**src/rtl/muldiv_unit.sv**
```systemverilog
// muldiv_unit: iterative multiply/divide unit for the CPU datapath.
// Shift-add multiply and restoring divide run on operand magnitudes.
// Signs are applied in a single fix-up cycle before the write-back strobe.
module muldiv_unit #(
  parameter int WIDTH = 32
) (
  input  logic             clk,
  input  logic             rst,
  input  logic             start,
  input  logic [1:0]       op,
  input  logic [WIDTH-1:0] src_a,
  input  logic [WIDTH-1:0] src_b,
  input  logic [4:0]       dest,
  output logic             busy,
  output logic             wb_en,
  output logic [4:0]       wb_addr,
  output logic [WIDTH-1:0] wb_data,
  output logic [WIDTH-1:0] hi_out
);

  localparam int CW = $clog2(WIDTH);
  localparam logic [CW-1:0] LAST = CW'(WIDTH - 1);

  typedef enum logic [1:0] {IDLE, CALC, FIX, DONE} state_t;

  state_t             state;
  logic [CW-1:0]      count;
  logic               is_div;
  logic               neg_q;
  logic               neg_r;
  logic               b_zero;
  logic [4:0]         dest_r;
  logic [WIDTH-1:0]   raw_a;
  logic [WIDTH-1:0]   mag_a;
  logic [WIDTH-1:0]   mag_b;
  logic [2*WIDTH-1:0] acc;

  logic [WIDTH-1:0]   in_mag_a;
  logic [WIDTH-1:0]   in_mag_b;
  logic [WIDTH:0]     mul_sum;
  logic [2*WIDTH-1:0] mul_next;
  logic [WIDTH:0]     partial;
  logic [WIDTH:0]     diff;
  logic [2*WIDTH-1:0] div_next;
  logic [2*WIDTH-1:0] prod_fix;
  logic [WIDTH-1:0]   quot_fix;
  logic [WIDTH-1:0]   rem_fix;

  // Operand magnitudes, one multiply/divide iteration, and the sign fix-up values
  always_comb begin
    in_mag_a = (op[0] && src_a[WIDTH-1]) ? -src_a : src_a;
    in_mag_b = (op[0] && src_b[WIDTH-1]) ? -src_b : src_b;

    mul_sum  = {1'b0, acc[2*WIDTH-1:WIDTH]} + (acc[0] ? {1'b0, mag_a} : {(WIDTH+1){1'b0}});
    mul_next = {mul_sum, acc[WIDTH-1:1]};

    partial = {acc[2*WIDTH-1:WIDTH], acc[WIDTH-1]};
    diff    = partial - {1'b0, mag_b};
    if (!diff[WIDTH]) begin
      div_next = {diff[WIDTH-1:0], acc[WIDTH-2:0], 1'b1};
    end else begin
      div_next = {partial[WIDTH-1:0], acc[WIDTH-2:0], 1'b0};
    end

    prod_fix = neg_q ? -acc : acc;
    quot_fix = neg_q ? -acc[WIDTH-1:0] : acc[WIDTH-1:0];
    rem_fix  = neg_r ? -acc[2*WIDTH-1:WIDTH] : acc[2*WIDTH-1:WIDTH];
  end

  // Control FSM with datapath registers; busy and wb_en are registered state decodes
  always_ff @(posedge clk) begin
    if (!rst) begin
      state   <= IDLE;
      count   <= '0;
      is_div  <= 1'b0;
      neg_q   <= 1'b0;
      neg_r   <= 1'b0;
      b_zero  <= 1'b0;
      dest_r  <= '0;
      raw_a   <= '0;
      mag_a   <= '0;
      mag_b   <= '0;
      acc     <= '0;
      busy    <= 1'b0;
      wb_en   <= 1'b0;
      wb_addr <= '0;
      wb_data <= '0;
      hi_out  <= '0;
    end else begin
      case (state)
        IDLE: begin
          wb_en <= 1'b0;
          if (start) begin
            is_div <= op[1];
            neg_q  <= op[0] & (src_a[WIDTH-1] ^ src_b[WIDTH-1]);
            neg_r  <= op[0] & src_a[WIDTH-1];
            b_zero <= (src_b == '0);
            dest_r <= dest;
            raw_a  <= src_a;
            mag_a  <= in_mag_a;
            mag_b  <= in_mag_b;
            acc    <= op[1] ? {{WIDTH{1'b0}}, in_mag_a} : {{WIDTH{1'b0}}, in_mag_b};
            count  <= '0;
            busy   <= 1'b1;
            state  <= CALC;
          end
        end
        CALC: begin
          acc   <= is_div ? div_next : mul_next;
          count <= count + 1'b1;
          if (count == LAST) begin
            state <= FIX;
          end
        end
        FIX: begin
          if (is_div) begin
            if (b_zero) begin
              wb_data <= '1;
              hi_out  <= raw_a;
            end else begin
              wb_data <= quot_fix;
              hi_out  <= rem_fix;
            end
          end else begin
            wb_data <= prod_fix[WIDTH-1:0];
            hi_out  <= prod_fix[2*WIDTH-1:WIDTH];
          end
          wb_addr <= dest_r;
          wb_en   <= 1'b1;
          state   <= DONE;
        end
        DONE: begin
          wb_en <= 1'b0;
          busy  <= 1'b0;
          state <= IDLE;
        end
        default: begin
          state <= IDLE;
          busy  <= 1'b0;
          wb_en <= 1'b0;
        end
      endcase
    end
  end

endmodule

```
**config.mk**
```make
export PLATFORM = sky130hd
export DESIGN_NAME = muldiv_unit
export DESIGN_NICKNAME = d
export VERILOG_FILES = /design/src/rtl/muldiv_unit.sv
export SDC_FILE = /design/constraint.sdc
export NUM_CORES = 1
export LEC_CHECK = 0
export CAP_MARGIN = 20
export CORE_MARGIN = 3
export CORE_UTILIZATION = 25
export CTS_CLUSTER_SIZE = 12
export DETAILED_ROUTE_END_ITERATION = 10
export DONT_BUFFER_PORTS = 1
export GPL_ROUTABILITY_DRIVEN = 0
export HOLD_SLACK_MARGIN = 0.02
export PLACE_DENSITY_LB_ADDON = 0.2
export SETUP_SLACK_MARGIN = 0.5
export SLEW_MARGIN = 5
export SYNTH_ARGS = -nofsm -noshare
export SYNTH_HDL_FRONTEND = slang
export SYNTH_SLANG_ARGS = --single-unit
```
**constraint.sdc**
```tcl
create_clock -name clk -period 7.44 [get_ports clk]
set_input_delay 0.744 -clock clk [delete_from_list [all_inputs] [get_ports clk]]
set_output_delay 0.744 -clock clk [all_outputs]
set_load 0.01 [all_outputs]
```
# [Yosys cells after proc, flatten, opt, wreduce, memory -nomap -nowiden]
# Index checks and enable logic that the tools add are counted.
[word_totals] reg_bits=247 in_bits=74 output_inout_bits=71 word_cells=68
[op_classes] n_addsub=8 eq_ne=6 muxes=23 bitwise_logic=3 n_reduce_logical=12
[op_table] operator="two-way mux 32 bit" count=10
[op_table] operator="two-way mux 64 bit" count=4
[op_table] operator="negation 32 bit" count=4
[op_table] operator="one-hot mux 64 bit (2 select lines)" count=1
[op_table] operator="negation 64 bit" count=1
[op_table] operator="adder 32 x 32 -> 33 bit" count=1
[op_table] operator="subtractor 33 x 32 -> 33 bit" count=1
[op_table] operator="zero test 32 bit" count=1
[op_table] operator="one-hot mux 5 bit (2 select lines)" count=1
[op_table] operator="one-hot mux 2 bit (4 select lines)" count=1
[op_table] operator="AND reduction 2 bit" count=4
[op_table] operator="nonzero test 2 bit" count=3
[op_table] operator="adder 5 x 1 -> 5 bit (second input constant)" count=1
[op_table] operator="== test 5 bit (second input constant)" count=1
[op_table] operator="two-way mux 5 bit" count=1
[op_table] operator="== test 2 bit (second input constant)" count=2
[op_table] operator="two-way mux 2 bit" count=2
[op_table] operator="inequality test 2 bit (second input constant)" count=2
[op_table] operator="one-hot mux 1 bit (2 select lines)" count=2
[op_table] operator="AND 1 bit" count=2
[op_table] operator="== test 2 x 1 -> 1 bit (second input constant)" count=1
[op_table] operator="logical AND 1 bit" count=2
[op_table] operator="zero test 2 bit" count=1
[op_table] operator="OR reduction 2 bit" count=1
[op_table] operator="other kinds (2)" count=2

# [Depth between registers and ports, before layout]
# Gate-level depths: netlist (run 1).
[depth] ltp_word=5 depth_mapped=15 ltp_nobuf=13

# [Worst setup path after synthesis (run 1)]
# Ideal clock, no wire load.
[synth_path] kind="flip-flop to flip-flop" start="register acc[32]" end="register hi_out[28]" setup_ns=0.123 arrival_ns=3.134 required_ns=7.317 setup_slack_ns=4.183 stages_incl_launch_ff=12 path_buffers=0 synth_period_minus_slack_ns=3.257 cell_sequence="dfxtp_1 > inv_1 > ha_1 > or3b_4 > nand4b_4 > or3_1 > or3_1 > or3_4 > or3_1 > or3_1 > a21oi_1 > o41ai_1"
[synth_between] elab_chain_len=4 word_cells_on_any_way=6 cone_classes="add/sub: 2; mux: 4"
[synth_lines] element="start: declaration" line_no="36" rtl="logic [2*WIDTH-1:0] acc;"
[synth_lines] element="start signal: assignment" line_no="102" rtl="acc <= op[1] ? {{WIDTH{1'b0}}, in_mag_a} : {{WIDTH{1'b0}}, in_mag_b};"
[synth_lines] element="start signal: assignment" line_no="109" rtl="acc <= is_div ? div_next : mul_next;"
[synth_lines] element="negation 32 bit" line_no="67" rtl="rem_fix = neg_r ? -acc[2*WIDTH-1:WIDTH] : acc[2*WIDTH-1:WIDTH];"
[synth_lines] element="two-way mux 32 bit" line_no="67"
[synth_lines] element="two-way mux 32 bit" line_no="117" rtl="if (b_zero) begin"
[synth_lines] element="two-way mux 32 bit *" line_no="116" rtl="if (is_div) begin"
[synth_lines] element="end signal: assignment" line_no="119" rtl="hi_out <= raw_a;"
[synth_lines] element="end signal: assignment" line_no="122" rtl="hi_out <= rem_fix;"
[synth_lines] element="end signal: assignment" line_no="126" rtl="hi_out <= prod_fix[2*WIDTH-1:WIDTH];"
[synth_lines] element="end: declaration" line_no="18" rtl="output logic [WIDTH-1:0] hi_out"
# Every way passes the cells marked *; elsewhere a longest branch is shown, timed or not.
# A chain may end at the register's enable or synchronous reset.

# [Worst setup path after layout (run 1)]
[layout_path] start="register acc[0]" end="register acc[61]"
[layout_between] elab_chain_len=4
[layout_lines] element="two-way mux 32 bit" line_no="54" rtl="mul_sum = {1'b0, acc[2*WIDTH-1:WIDTH]} + (acc[0] ? {1'b0, mag_a} : {(WIDTH+1){1'b0}});"
[layout_lines] element="adder 32 x 32 -> 33 bit" line_no="54"
[layout_lines] element="two-way mux 64 bit" line_no="109"
[layout_lines] element="one-hot mux 64 bit (2 select lines)" line_no="90" rtl="case (state)"
# No other way between the ends.

==> results of run 1 <==
==> power by group <==
part | switching, uW | internal (uW)
combinational | 1610 | 866
clock | 606 | 930
sequential | 447 | 1660
==> how the worst max path moves through the flow <==
stage / endpoint / slack, ns / startpoint / depth (start not counted)
after floorplan: hi_out[28]$_SDFFE_PN0P_ / 4.18 / acc[32]$_SDFFE_PN0P_ / 11
after global placement: acc[50]$_SDFFE_PN0P_ / 3.61 / acc[0]$_SDFFE_PN0P_ / 12
after detailed placement: acc[61]$_SDFFE_PN0P_ / 3.55 / acc[0]$_SDFFE_PN0P_ / 12
after CTS: acc[61]$_SDFFE_PN0P_ / 3.49 / acc[0]$_SDFFE_PN0P_ / 12
after global routing: acc[61]$_SDFFE_PN0P_ / 3.04 / acc[0]$_SDFFE_PN0P_ / 12
final: acc[61]$_SDFFE_PN0P_ / 3.42 / acc[0]$_SDFFE_PN0P_ / 12
==> synth_stat cells (11+ instances only) <==
library cell / instances / area share
a211oi_1: 77 / 0.033
a21o_1: 24 / 0.010
a21oi_1: 231 / 0.066
a22oi_1: 19 / 0.0082
a31oi_1: 26 / 0.0093
and2_1: 43 / 0.015
and3_1: 11 / 0.0039
buf_1: 14 / 0.0030
clkbuf_1: 158 / 0.034
dfxtp_1: 246 / 0.28
ha_1: 75 / 0.054
inv_1: 58 / 0.012
mux2_2: 16 / 0.010
mux2i_1: 49 / 0.028
nand2_1: 299 / 0.064
nand2b_1: 31 / 0.011
nand3_1: 44 / 0.013
nor2_1: 196 / 0.042
nor2b_1: 18 / 0.0065
nor3_1: 40 / 0.011
nor4_1: 14 / 0.0050
o211ai_1: 21 / 0.0090
o21ai_0: 203 / 0.058
o221ai_1: 14 / 0.0070
o31ai_1: 25 / 0.011
o41ai_1: 18 / 0.0090
or3_1: 22 / 0.0079
or4_1: 14 / 0.0060
xnor2_1: 73 / 0.037
xor2_1: 118 / 0.059
==> kinds of logic (layout without fill, tap and decap cells) <==
family                     count (synthesis)  in the layout  share of synthesized area
adders and majority gates                 77             77                    0.05605
xor gates and xnor gates                 191            191                    0.09583
DFF                                      246            246                     0.2821
other                                      0              3                          0
muxes                                     65             65                    0.03842
buffers and inverters                    236            143                    0.05139
AOI/OAI and AO/OA                        750            750                     0.2651
and+or+nand+nor                          785            785                     0.2112
==> layer usage <==
layer,share of wire,vias up
li1,-,8184
met1,0.43,8020
met2,0.47,524
met3,0.065,122
met4,0.039,0
met5,0,-
==> flip-flops by register name, indices dropped and copies added, names as in the netlist <==
register,cells
count,5
is_div,1
hi_out,32
wb_addr,5
raw_a,32
mag_a,31
busy,1
wb_data,32
b_zero,1
state,2
neg_q,1
acc,64
dest_r,5
mag_b,32
wb_en,1
neg_r,1
==> per-stage QoR <==
stage                     hold WS [ns]    util  area, um2  instances
after floorplan                 0.4311       -      17460       2350
after global placement          0.4420  0.2642      18180       3132
after detailed placement        0.4473  0.2643      18190       3133
after CTS                       0.2712  0.2791      19210       3186
after global routing            0.2792  0.2796      19240       3188
final                           0.2954  0.2797      19250       3191
==> worst max-delay path: cells and delay by family, from the launching register on <==
| family | cells | cell delay, ns |
|---|---|---|
| flip-flops | 1 | 0.96 |
| AND/OR/NAND/NOR | 2 | 0.42 |
| AO/OA/AOI/OAI | 6 | 1.74 |
| buffers and inverters | 1 | 0.07 |
| adder cells (fa/ha/maj) | 2 | 0.58 |
| XOR/XNOR | 1 | 0.13 |
==> cells in the final DEF (no fill, tap or decap), drive strengths merged, types with 49 or more instances in the layout <==
cell / n
xor2: 118
mux2i: 49
dfxtp: 246
inv: 60
a21oi: 231
a211oi: 77
nor2: 196
o21ai: 213
xnor2: 73
ha: 75
nand2: 299
==> cell type report <==
type	count	area, um2
Tap cell	931	1165
Antenna cell	3	7.507
Clock inverter	12	166.4
Timing Repair Buffer	30	242.7
Inverter	60	227.7
Multi-Input combinational cell	1868	11660
Fill cell	7468	49580
Sequential cell	246	4931
Clock buffer	41	850.8
==> results by group, run 1 <==
Run status
  – Status: completed

Placed design
  – DP Worst Slack: 3.553 ns
  – I/O Buffers: 0
  – Dpl hpwl: 54.68 mm

GRT
  – Antenna violations before repair: 0
  – Global Route met3 Usage: 0.03456
  – First-pass GRT wire length: 104.5 mm
  – Gr ovfl total: 0
  – GR Util met2: 0.3074
  – Vias in the first global route: 15920
  – M1 GR Usage: 0.2363
  – GRT Util Overall: 0.1846
  – Pin count of the biggest net entering global routing: 76
  – Most Crowded Layer GR: met2

Clocking
  – Htree depth: 1
  – Hold Buf Count CTS: 0
  – Clk slew on worst S/H paths: 0.07 ns
  – Root buffer cell: clkbuf_16
  – CTS tree: yes
  – CTS max path bufs: 3
  – Total CTS buffers: 29
  – Clk_lat worst skew: 0.58 ns
  – Clk sinks: 246
  – Total setup buffers inserted after CTS: 0
  – CTS resizes: 0

STA
  – Crit path time final: 4.023 ns
  – Final hold viol count: 0
  – Slew @ Worst Pin: 0.9957 ns
  – Final slew viol count: 0
  – Setup TNS: 0 ns
  – Worst rel slew slack: 0.3301
  – Period utilization: 0.5407
  – Max Fclk: 0.2486 GHz
  – Worst Skew: 0.02644 ns
  – RSZ-0062 raised after global routing: false
  – Final worst slack: 3.417 ns
  – # setup viols final: 0

Power
  – PD cells: 318.1 nW/um2
  – Total power: 6123 uW
  – Leakage: 0.007201 uW
  – Peak supply drop: 0.0001668 V

Floorplanning
  – Die area: 73030 um2
  – Die Wd: 270.2 um
  – Core Box Area: 68830 um2
  – Die extent in y: 270.2 um
  – Row cnt: 96
  – Initial Utilization: 0.2536
  – I/O Pins: 145

Detailed routing
  – Total wire length: 70.32 mm
  – Vias per std cell: 5.280
  – DRC viols: 0
  – DR pass1 iterations: 5
  – Vias post-DR: 16850
  – Post-route ant nets: 0
  – Wire per inst: 22.04 um
  – DRT iter0 DRCs: 1314

Yosys
  – Synth warnings: 0
  – Sequential area share after synthesis: 0.2821
  – Synth cell types: 81
  – Mapped cell area: 17460 um2
  – Syn Area/Cell: 7.428 um2
  – Yosys reg bits: 246
  – Syn Inst Count: 2350
  – Mapped Nets: 2501
  – Top_reg_cell synth: dfxtp_1
  – Post-synthesis async set-or-reset flop share: 0
  – Count of flip-flops with a built-in enable after synthesis: 0

Worst setup path
  – Worst Setup End Kind: register
  – WP data required: 7.88 ns
  – Reg2Reg Setup Slack: 3.42 ns
  – Critical-path cell list: and2_1, ha_1, inv_1, fa_1, nand2b_1, a211oi_1, o21ai_0, o21ai_0, a21oi_1, o21ai_0, xor2_1, a221o_1
  – Slowest cell on crit path: dfxtp_1
  – Worst Path Max Fanout: 36
  – Worst Path Arrival: 4.47 ns
  – Max incr delay on CP: 0.96 ns
  – Type of origin of the critical path: register
  – Critical path type: reg2reg
  – R2r endpoint: acc[61]$_SDFFE_PN0P_
  – Cell mode on critical path: o21ai_0
  – RR Startpoint: acc[0]$_SDFFE_PN0P_
  – Worst Reg-to-Reg Cells: 12

Layout
  – Layout cells sized above 1: 0.05716
  – Nets: 2386
  – Layout area overhead: 10.26%

Run
  – Max Cap Viol: 0

Hold path
  – Hold Crit Class: in2reg
  – Hold-critical path depth: 2
  – Endpoint, Worst Hold: raw_a[15]$_SDFFE_PN0P_
  – Hold Crit Start: src_a[15]
Note: power is estimated with default switching activity, not from simulation.
==> run 2: changes to the inputs <==
- clock period: 7.44 -> 3.7 ns (I/O delays scaled with it)
==> results by group, run 2 (synthesis gave the netlist of run 1 again) <==
STA
  – Slew @ Worst Pin: 0.9268 ns
  – Crit path time final: 3.224 ns
  – Max Fclk: 0.3102 GHz
  – Worst rel slew slack: 0.3813
  – # setup viols final: 0
  – Period utilization: 0.8713
  – Final hold viol count: 0
  – Worst Skew: 0.01679 ns
  – Setup TNS: 0 ns
  – Final worst slack: 0.4764 ns
  – RSZ-0062 raised after global routing: true
  – Final slew viol count: 0

Detailed routing
  – Met2 wire length: 34.15 mm
  – DR pass1 iterations: 6
  – DRC viols: 0
  – DRT iter0 DRCs: 1384
  – Vias post-DR: 17530
  – Wire per inst: 22.56 um
  – Wl on met1: 31.94 mm
  – Post-route ant nets: 0
  – Routed wl met3: 5.130 mm
  – Vias per std cell: 5.303
  – DR top layer: met4
  – Total wire length: 74.57 mm

Worst setup path
  – Reg2Reg Setup Slack: 0.48 ns
  – RR Startpoint: acc[33]$_SDFFE_PN0P_
  – Worst Reg-to-Reg Cells: 11
  – CP endpoint: hi_out[28]$_SDFFE_PN0P_
  – Type of origin of the critical path: register
  – R2r endpoint: hi_out[28]$_SDFFE_PN0P_
  – Worst Path Max Fanout: 5
  – Worst Setup End Kind: register
  – WP data required: 4.15 ns
  – CP startpoint: acc[33]$_SDFFE_PN0P_
  – Critical path type: reg2reg
  – Worst Path Arrival: 3.67 ns

Layout
  – FILL cells: 7403
  – Commonest non-fill, non-tap cell in the layout: nand2_1
  – Largest Register: acc
  – Final Instance Area: 20680 um2
  – Number of flip-flops in the largest register: 64
  – Layout cells sized above 1: 0.1074
  – Highest-count cells in the layout ignoring fill and taps: 297 x nand2_1, 233 x dfxtp_1, 228 x a21oi_1
  – Ant diodes: 0
  – Core occupancy in the finished layout: 0.3005
  – Nets: 2502
  – Layout area overhead: 18.46%

Power
  – Leakage: 0.007858 uW
  – Net Sw Power: 5689 uW
  – Gate power share: 0.426
  – PD cells: 631.6 nW/um2
  – Peak supply drop: 0.0004434 V
  – Share of power burned in registers: 0.325
  – Internal power consumption: 7372 uW
  – Clock network power share: 0.250
  – Sw Share: 0.4356

Clocking
  – CTS max path bufs: 3
  – Clk slew on worst S/H paths: 0.06 ns
  – CTS tree: yes
  – Clk_lat worst skew: 0.59 ns
  – Root buffer cell: clkbuf_16
  – Clk sinks: 246
  – Total CTS buffers: 31
  – Htree depth: 1

Placed design
  – Dpl cell area: 18640 um2
  – DP Worst Slack: 0.1587 ns
  – Dpl hpwl: 56.33 mm
  – I/O Buffers: 0

Floorplanning
  – I/O Pins: 145
  – Die area: 73030 um2
  – Die Wd: 270.2 um
  – Core Box Area: 68830 um2
  – Initial Utilization: 0.2536
  – Die extent in y: 270.2 um
  – Row cnt: 96

Run
  – Max Cap Viol: 0

GRT
  – Vias in the first global route: 16690
  – First-pass GRT wire length: 108.4 mm
  – Pin count of the biggest net entering global routing: 78
  – GRT Util Overall: 0.1926
  – Antenna violations before repair: 1
  – Gr ovfl total: 0

Run status
  – Status: completed

Hold path
  – Hold Crit Class: in2reg
==> run 2: worst max-delay path, cell delays in order (launching register included) <==
cell      delay (ns)
dfxtp_4         0.36
inv_4           0.07
ha_4            0.14
or3b_4          0.38
nand4b_4        0.18
or3_4           0.40
or3_4           0.34
or3_4           0.35
or3_4           0.34
or3_1           0.31
a21oi_1         0.13
o41ai_1         0.09
==> run 2: area by class of cell <==
cell class                      instances  area [um2]  share of cell area
Clock inverter                         18       240.2             0.01162
Multi-Input combinational cell       1869       11940              0.5773
Timing Repair Buffer                  143        1315             0.06359
Sequential cell                       246        4946              0.2392
Tap cell                              931        1165             0.05633
Inverter                               60       232.7             0.01125
Clock buffer                           38       842.1             0.04072
==> run 2: stage by stage <==
stage | hold WS [ns] | instances | power, uW
finish | 0.04856 | 3305 | 13060
detailed placement | 0.4481 | 3185 | 9375
CTS | 0.02245 | 3288 | 12840
global placement | 0.4422 | 3184 | 9325
global route | 0.04905 | 3305 | 13880
floorplan | 0.4311 | 2350 | 7626
==> run 2: power groups by stage <==
stage / clock [uW] / sequential, uW / combinational [uW]
floorplan: 0 / 3850 / 3780
global placement: 0 / 4240 / 5080
detailed placement: 0 / 4270 / 5110
CTS: 3340 / 4220 / 5280
global route: 3450 / 4340 / 6080
finish: 3260 / 4240 / 5560
==> run 2: what timing repair did <==
action                                 4_1_cts  5_1_grt
gates cloned                                 0        4
hold buffers                                43        0
resized for setup                           23       54
pin swaps                                    2       13
setup buffers                                4       13
endpoints found under the hold margin      106        0
setup endpoints to repair                   39       51
==> run 2: routing by layer <==
| metal | global-route usage | vias up |
|---|---|---|
| li1 | - | 8409 |
| met1 | 0.2442 | 8383 |
| met2 | 0.3224 | 599 |
| met3 | 0.03589 | 137 |
| met4 | 0.07652 | 0 |
| met5 | 0 | - |
==> run 2: worst min-delay path by stage <==
stage | to | from | slack (ns) | cells after the start
floorplan | raw_a[22]$_SDFFE_PN0P_ | raw_a[22]$_SDFFE_PN0P_ | 0.43 | 2
global placement | dest_r[2]$_SDFFE_PN0P_ | dest_r[2]$_SDFFE_PN0P_ | 0.44 | 2
detailed placement | mag_a[20]$_SDFFE_PN0P_ | mag_a[20]$_SDFFE_PN0P_ | 0.45 | 2
CTS | acc[31]$_SDFFE_PN0P_ | rst | 0.02 | 3
global route | acc[31]$_SDFFE_PN0P_ | rst | 0.05 | 3
finish | acc[31]$_SDFFE_PN0P_ | rst | 0.05 | 3
==> run 3: changes to the inputs <==
- CORE_UTILIZATION: 25 -> 35
==> results by group, run 3 (synthesis gave the netlist of run 1 again) <==
GRT
  – Pin count of the biggest net entering global routing: 88
  – GRT Util Overall: 0.2479
  – First-pass GRT wire length: 102.4 mm
  – Vias in the first global route: 16710
  – Antenna violations before repair: 2
  – Gr ovfl total: 0

Clocking
  – Clk sinks: 246
  – Htree depth: 1
  – Root buffer cell: clkbuf_16
  – CTS max path bufs: 3
  – Clk_lat worst skew: 0.57 ns
  – Clk slew on worst S/H paths: 0.06 ns
  – CTS tree: yes
  – Total CTS buffers: 29

Layout
  – Commonest non-fill, non-tap cell in the layout: nand2_1
  – Highest-count cells in the layout ignoring fill and taps: 297 x nand2_1, 238 x dfxtp_1, 226 x a21oi_1
  – Largest Register: acc
  – Layout cells sized above 1: 0.09376
  – Number of flip-flops in the largest register: 64
  – Layout area overhead: 14.86%
  – Nets: 2488

STA
  – Crit path time final: 3.227 ns
  – Worst rel slew slack: 0.2587
  – Setup TNS: 0 ns
  – Slew @ Worst Pin: 1.110 ns
  – Worst Skew: 0.01491 ns
  – Period utilization: 0.8721
  – # setup viols final: 0
  – Final hold viol count: 0
  – RSZ-0062 raised after global routing: true
  – Max Fclk: 0.3099 GHz
  – Final slew viol count: 0
  – Final worst slack: 0.4734 ns

Power
  – PD cells: 627.8 nW/um2
  – Gate power share: 0.430
  – Sw Share: 0.4372
  – Net Sw Power: 5503 uW
  – Peak supply drop: 0.0004154 V
  – Clock network power share: 0.235
  – Share of power burned in registers: 0.335
  – Internal power consumption: 7085 uW
  – Leakage: 0.007715 uW

Detailed routing
  – Post-route ant nets: 0
  – Total wire length: 67.82 mm
  – Wire per inst: 22.43 um
  – DR pass1 iterations: 8
  – Vias per std cell: 5.810
  – Vias post-DR: 17570
  – DRT iter0 DRCs: 1495
  – DRC viols: 0

Placed design
  – I/O Buffers: 0
  – Dpl hpwl: 50.94 mm
  – DP Worst Slack: 0.1667 ns

Worst setup path
  – Slowest cell on crit path: or3b_4
  – Worst Path Max Fanout: 4
  – Worst Path Arrival: 3.67 ns
  – WP depth: 11
  – R2r endpoint: hi_out[28]$_SDFFE_PN0P_
  – Cell mode on critical path: or3_4
  – WP data required: 4.14 ns
  – Worst Reg-to-Reg Cells: 11
  – RR Startpoint: acc[33]$_SDFFE_PN0P_
  – Critical path type: reg2reg
  – Type of origin of the critical path: register
  – CP Buf/Inv Count: 1
  – CP delay by family, top: simple AND/OR/NAND/NOR gates
  – CP startpoint: acc[33]$_SDFFE_PN0P_
  – Reg2Reg Setup Slack: 0.47 ns
  – Critical-path cell list: inv_4, ha_4, or3b_4, nand4b_4, or3_4, or3_4, or3_4, or3_4, or3_4, a21oi_2, o41ai_1
  – Worst Setup End Kind: register
  – Max incr delay on CP: 0.40 ns

Floorplanning
  – Row cnt: 81
  – Die area: 52590 um2
  – I/O Pins: 145
  – Initial Utilization: 0.3551
  – Die extent in y: 229.3 um
  – Core Box Area: 49150 um2
  – Die Wd: 229.3 um

Run
  – Max Cap Viol: 0

Hold path
  – Hold Crit Class: in2reg
  – Hold Crit Start: rst
  – Hold-critical path depth: 3
  – Endpoint, Worst Hold: acc[31]$_SDFFE_PN0P_

Run status
  – Status: completed
[run 3: per-stage QoR]
stage                     power (uW)  hold slack [ns]  cells    util  area (um2)
after floorplan                 7626           0.4311   2350       -       17460
after global placement          9215           0.4432   2911  0.3710       18240
after detailed placement        9264           0.4493   2912  0.3711       18240
after CTS                      12410          0.02281   3016  0.4038       19850
after global routing           13400          0.05457   3021  0.4078       20050
final                          12590          0.03326   3023  0.4079       20050
[run 3: how the worst max path moves through the flow]
| stage | end |
|---|---|
| 2_1_floorplan | hi_out[28]$_SDFFE_PN0P_ |
| 3_3_place_gp | acc[32]$_SDFFE_PN0P_ |
| 3_5_place_dp | acc[40]$_SDFFE_PN0P_ |
| 4_1_cts | hi_out[28]$_SDFFE_PN0P_ |
| 5_1_grt | hi_out[28]$_SDFFE_PN0P_ |
| 6_report | hi_out[28]$_SDFFE_PN0P_ |
[run 3: layout make-up]
class	count	area [um2]
fill	5075	29100
clock buffer	42	834.6
clock inverter	9	123.9
antenna	2	5.005
inverter	60	232.7
multi-input combinational	1868	11890
tap	664	830.8
timing repair buffer	132	1196
sequential	246	4940
[run 3: power groups by stage]
stage	clock network, uW	registers, uW	logic, uW
finish	2960	4220	5410
global route	3100	4310	5990
CTS	3000	4190	5210
detailed placement	0	4240	5030
global placement	0	4210	5010
floorplan	0	3850	3780
[run 3: what timing repair did]
item / CTS / global route
hold buffers: 45 / 0
gates resized for setup: 22 / 36
buffers inserted: 8 / 4
pin swaps: 5 / 13
setup endpoints to repair: 37 / 50
hold endpoints to repair: 105 / 0
[run 3: worst register-to-register path, delay by kind of cell, from the launching register on]
family | cells | cell delay [ns]
simple gates | 7 | 2.30
flops | 1 | 0.33
compound gates | 2 | 0.22
fa+ha+maj | 1 | 0.16
buf+inv | 1 | 0.08
[run 3: metal layers]
| metal | GRT usage | wire [um] | up-vias |
|---|---|---|---|
| li1 | - | - | 8385 |
| met1 | 0.3281 | 28770 | 8290 |
| met2 | 0.3926 | 30100 | 717 |
| met3 | 0.04067 | 5176 | 173 |
| met4 | 0.1200 | 3769 | 0 |
| met5 | 0 | 0 | - |
==> patch 1: new RTL, flow settings as in run 1 <==
Set the parameter `WIDTH` to 16 (it was 32).
--- a/src/rtl/muldiv_unit.sv
+++ b/src/rtl/muldiv_unit.sv
@@ -4,3 +4,3 @@
 module muldiv_unit #(
-  parameter int WIDTH = 32
+  parameter int WIDTH = 16
 ) (
Interface: changed (resized hi_out, src_a, src_b and wb_data); port bits go from 145 to 81. No check against the original RTL was run, so the function may have changed too.
==> patch 1 against run 1 <==
  * Core utilization down 0.18 points
  * Sequential cell count down 113
  * Worst setup slack better by 0.61 ns
  * Die area down 47%
  * Critical path depth down 4
  * Final area down 49%
  * Hold slack better by 0.14 ns
  * Sequential power down 48%
  * Power down 45%
  * Clock skew down 0.0079 ns
  * Synthesized cell count down 52%
  * Area after synthesis down 48%
  * Routed wire length down 56%
  * Largest cell class unchanged
==> patch 1: results (changes against run 1) <==
- The clock skew after layout is 0.01854 ns (-0.007906 ns).
- The combined area of the multi-input logic cells is 5842 um2 (-50%).
- The routed wire length per instance came to 20.12 um (-8.7%).
- The number of placed instances with taps included was 1519 (-52%).
- The power per cell area is 338.6 nW/um2 (+6.4%).
- The total of clock buffers placed in the layout is 18 (-56%).
- The number of antenna diodes is 0 (-3).
- The placed cell area is 9278 um2 (-49%).
- The synthesized instance count came to 1129 (-52%).
- The maximum clock insertion buffer count is 2 (-1).
- The combinational group share of total power is 39.5% (-1.0 points).
- The number of clock buffers inserted by TritonCTS came to 17 (-41%).
- The peak supply drop is 0.2564 mV (+54%).
- The complex-gate fraction of the synthesized area is 26.57% (+0.067 points).
- The final hold slack came to 0.4330 ns (+0.1376 ns).
- The met1 capacity usage during global routing is 22.14% (-1.5 points).
- The setup slack of the most critical reg-to-reg path is 4.02 ns (+0.61 ns).
- The fraction of area in registers was 26.89% (+1.3 points).
- The adder and majority cell fraction of the synthesized area is 6.246% (+0.64 points).
- The count of multi-input gates came to 881 (-53%).
- The non-clock inverter count in the final layout came to 36 (-40%).
- The xor/xnor share of the synthesized area is 8.415% (-1.2 points).
- The switching power of the nets is 1.419 mW (-47%).
- The HPWL reported at the end of detailed placement was 22970 um (-58%).
- The later-pin clock latency in the skew report is 0.45 ns (-0.13 ns).
- The wire length of the first global-routing pass is 47970 um (-54%).
- The worst reg2reg path depth is 8 (-4).
- The worst hold path terminates at dest_r[0].
- The area fraction of clock buffers and clock inverters was 6.341% (+1.1 points).
- The met3 usage in global routing is 4.431% (+0.98 points).
- The final net count came to 1163 (-51%).
- The via density per instance is 5.168 (-2.1%).
- In this run the most critical hold path is launched from dest[0].
- The run finished with clean final reports.
- The portion of the post-synthesis area used by sequential elements is 29.40% (+1.2 points).
- The total of fill cells in the finished design came to 3922 (-47%).
- The number of nets in the synthesized netlist is 1215 (-51%).
- The via count of the first global-routing pass came to 7840 (-51%).
- The initial antenna violation count is 1 (+1).
- The buffering overhead was 0.6063% (-0.65 points).
- In this run the worst setup path terminates at acc[16].
==> patch 1: cell count changes after synthesis, sizes merged, moves of 25 or more <==
cell and change:
xnor2 -25, clkbuf -101, o21ai -135, nand3 -25
a21oi -130, nor2 -104, ha -33, a211oi -27
nand2 -190, xor2 -79, dfxtp -113
==> patch 1: worst max-delay path, cell delays in order, from the launching register on <==
cell and delay, ns:
sky130_fd_sc_hd__dfxtp_1 0.73, sky130_fd_sc_hd__ha_1 0.40, sky130_fd_sc_hd__o211a_1 0.23, sky130_fd_sc_hd__o31ai_1 0.13
sky130_fd_sc_hd__a21oi_1 0.21, sky130_fd_sc_hd__o21a_1 0.30, sky130_fd_sc_hd__o211ai_2 0.78, sky130_fd_sc_hd__mux2_2 0.42
sky130_fd_sc_hd__o221ai_1 0.13
==> patch 1: layer usage <==
metal | up-vias | wire, um
met5 | - | 0
met4 | 0 | 678
met3 | 39 | 1837
met2 | 187 | 13550
met1 | 3798 | 15130
li1 | 3992 | -
==> patch 2: new RTL, settings of run 1 <==
Without the edit above. Register the inputs `start`, `op`, `src_a`, `src_b` and `dest` before use, cleared by the reset. The logic sees them one clock later.
--- a/src/rtl/muldiv_unit.sv
+++ b/src/rtl/muldiv_unit.sv
@@ -24,2 +24,24 @@
   typedef enum logic [1:0] {IDLE, CALC, FIX, DONE} state_t;
+
+  logic start_q;
+  logic [1:0] op_q;
+  logic [WIDTH-1:0] src_a_q;
+  logic [WIDTH-1:0] src_b_q;
+  logic [4:0] dest_q;
+
+  always_ff @(posedge clk) begin
+    if (!rst) begin
+      start_q <= '0;
+      op_q    <= '0;
+      src_a_q <= '0;
+      src_b_q <= '0;
+      dest_q  <= '0;
+    end else begin
+      start_q <= start;
+      op_q    <= op;
+      src_a_q <= src_a;
+      src_b_q <= src_b;
+      dest_q  <= dest;
+    end
+  end
 
@@ -50,4 +72,4 @@
   always_comb begin
-    in_mag_a = (op[0] && src_a[WIDTH-1]) ? -src_a : src_a;
-    in_mag_b = (op[0] && src_b[WIDTH-1]) ? -src_b : src_b;
+    in_mag_a = (op_q[0] && src_a_q[WIDTH-1]) ? -src_a_q : src_a_q;
+    in_mag_b = (op_q[0] && src_b_q[WIDTH-1]) ? -src_b_q : src_b_q;
 
@@ -92,12 +114,12 @@
           wb_en <= 1'b0;
-          if (start) begin
-            is_div <= op[1];
-            neg_q  <= op[0] & (src_a[WIDTH-1] ^ src_b[WIDTH-1]);
-            neg_r  <= op[0] & src_a[WIDTH-1];
-            b_zero <= (src_b == '0);
-            dest_r <= dest;
-            raw_a  <= src_a;
+          if (start_q) begin
+            is_div <= op_q[1];
+            neg_q  <= op_q[0] & (src_a_q[WIDTH-1] ^ src_b_q[WIDTH-1]);
+            neg_r  <= op_q[0] & src_a_q[WIDTH-1];
+            b_zero <= (src_b_q == '0);
+            dest_r <= dest_q;
+            raw_a  <= src_a_q;
             mag_a  <= in_mag_a;
             mag_b  <= in_mag_b;
-            acc    <= op[1] ? {{WIDTH{1'b0}}, in_mag_a} : {{WIDTH{1'b0}}, in_mag_b};
+            acc    <= op_q[1] ? {{WIDTH{1'b0}}, in_mag_a} : {{WIDTH{1'b0}}, in_mag_b};
             count  <= '0;
Check against the original RTL: not equivalent (Yosys sat finds a counterexample within 4 cycles, from zero or initial values and one cycle with rst low).
==> patch 2 against run 1 <==
  * Power shrank 1.5%
  * Sequential cell count is 72 higher
  * Global-route usage shrank 1.2 points
  * Routed wire length increased by 3.6%
  * Area after synthesis rose by 11%
  * Count of clock-buffer cells in the layout rose by 15
  * Worst setup slack worse by 0.66 ns
  * Final area increased by 12%
  * Largest power group is now registers
  * Highest routed layer is now met5
==> patch 2: results (changes against run 1) <==
- The run finished with clean final reports.
- The setup slack of the most critical reg-to-reg path is 2.75 ns (-0.66 ns).
- The number of placed instances with taps included is 3355 (+7.1%).
- The clock skew after layout came to 0.02949 ns (+0.003044 ns).
- The worst endpoint data arrival time is 5.10 ns (+0.63 ns).
- The number of nets in the synthesized netlist came to 2633 (+5.3%).
- The pin count of the biggest net entering global routing is 159 (+110%).
- The total track usage is 17.30% (-1.2 points).
- The leading cell type in the layout, fill and taps excluded is sky130_fd_sc_hd__dfxtp_1.
- The wire length after detailed routing is 72840 um (+3.6%).
- The leakage power of the design is 7.929 nW (+10%).
- The HPWL reported at the end of detailed placement was 55440 um (+1.4%).
- The placed cell area is 20170 um2 (+11%).
- The commonest cells after synthesis are sky130_fd_sc_hd__dfxtp_1 (318), sky130_fd_sc_hd__nand2_1 (263), sky130_fd_sc_hd__a21oi_1 (231).
- The number of detailed-route iterations in the first pass is 5 (unchanged).
- The via count of the first global-routing pass came to 16866 (+5.9%).
- The average size of a mapped cell is 7.813 um2 (+5.2%).
- The number of clock buffers inserted by TritonCTS is 39 (+34%).
- The share of layout cells above drive strength 1 came to 5.470% (-0.25 points).
- The final net count is 2518 (+5.5%).
- On the critical path, the stage with the largest delay is an instance of sky130_fd_sc_hd__xnor2_4.
- The portion of the post-synthesis area used by sequential elements is 32.83% (+4.6 points).
- The pin slew with the least headroom to its limit is 0.9796 ns (-0.01612 ns).
- The worst-path maximum fanout came to 23 (-36%).
- The peak supply drop is 0.1763 mV (+5.7%).
- The number of flip-flops under the largest register name is 64 (unchanged).
- The setup fix buffers added after clock tree synthesis is 0 (unchanged).
- The register with the most flip-flops is acc.
- The maximum clock insertion buffer count came to 3 (unchanged).
- The routed wire length per instance is 21.25 um (-3.5%).
- The violation count after the first detailed-routing iteration came to 1392 (+5.9%).
- The longest individual stage delay on the worst path came to 0.73 ns (-0.23 ns).
- By area the synthesized netlist is led by sky130_fd_sc_hd__dfxtp_1 (33%), sky130_fd_sc_hd__a21oi_1 (6.0%), sky130_fd_sc_hd__o21ai_0 (5.3%), sky130_fd_sc_hd__xnor2_1 (5.2%), sky130_fd_sc_hd__nand2_1 (5.1%).
- The later-pin clock latency in the skew report is 0.58 ns (about the same).
- The count of input and output buffers is 0 (unchanged).
- The number of H-tree levels came to 2 (+1).
- The initial antenna violation count was 3 (+3).
- The wire length of the first global-routing pass is 108200 um (+3.5%).
- The via density per instance was 5.112 (-3.2%).
patch 2: layout make-up:
type                            count  area (um2)
Clock inverter                     13       216.5
Timing Repair Buffer               23       180.2
Tap cell                         1030        1289
Sequential cell                   318        6372
Multi-Input combinational cell   1906       12050
Antenna cell                        2       5.005
Inverter                           79       299.0
Fill cell                        8302       54740
Clock buffer                       56        1181
patch 2: worst paths after layout:
path / startpoint / endpoint / cells past startpoint
setup / recovery: acc[32] / acc[43] / 12
hold / removal: src_a[13] / src_a_q[13] / 1
setup reg to reg: acc[32] / acc[43] / 12
hold reg to reg: dest_q[1] / dest_r[1] / 2
patch 2: kinds of logic (layout without fill, tap and decap cells):
| logic type | count (synthesis) | count (layout) | synth area share [%] |
|---|---|---|---|
| adder cells (fa/ha/maj) | 77 | 77 | 5.045 |
| other | 0 | 2 | 0 |
| multiplexers | 99 | 99 | 5.226 |
| buffers and inverters | 258 | 171 | 5.207 |
| XOR/XNOR | 198 | 198 | 8.981 |
| AND/OR/NAND/NOR | 815 | 815 | 20.19 |
| AO/OA/AOI/OAI | 717 | 717 | 22.52 |
| flip-flops | 318 | 318 | 32.83 |
patch 2: layer usage:
layer  vias to the layer above  global-route usage (%)  wire, um
li1                       8525                       -         -
met1                      8343                   22.21     31340
met2                       540                   28.54     33770
met3                       110                   3.625      5015
met4                         2                   6.301      2711
met5                         -                       0        11
patch 2: power by group:
part           internal [mW]  switching (mW)  leakage, nW
Combinational          0.590            1.17         4.65
Sequential              1.92           0.288         2.60
Clock                   1.25           0.811        0.676
patch 2: worst max-delay path, delay by kind of cell, from the launching register on:
family / cells / cell delay [ns]
buffers and inverters: 2 / 0.57
xor gates and xnor gates: 1 / 0.73
DFF: 1 / 0.51
and+or+nand+nor: 2 / 0.28
AOI/OAI and AO/OA: 5 / 1.64
muxes: 1 / 0.37
adders and majority gates: 1 / 0.43
patch 2: stage by stage:
step                      hold WS, ns  total power [mW]
after global placement         0.4222             3.978
after CTS                      0.2632             6.072
after global routing           0.2667             6.356
final                          0.2964             6.029
after floorplan                0.4174             3.411
after detailed placement       0.4307             3.986
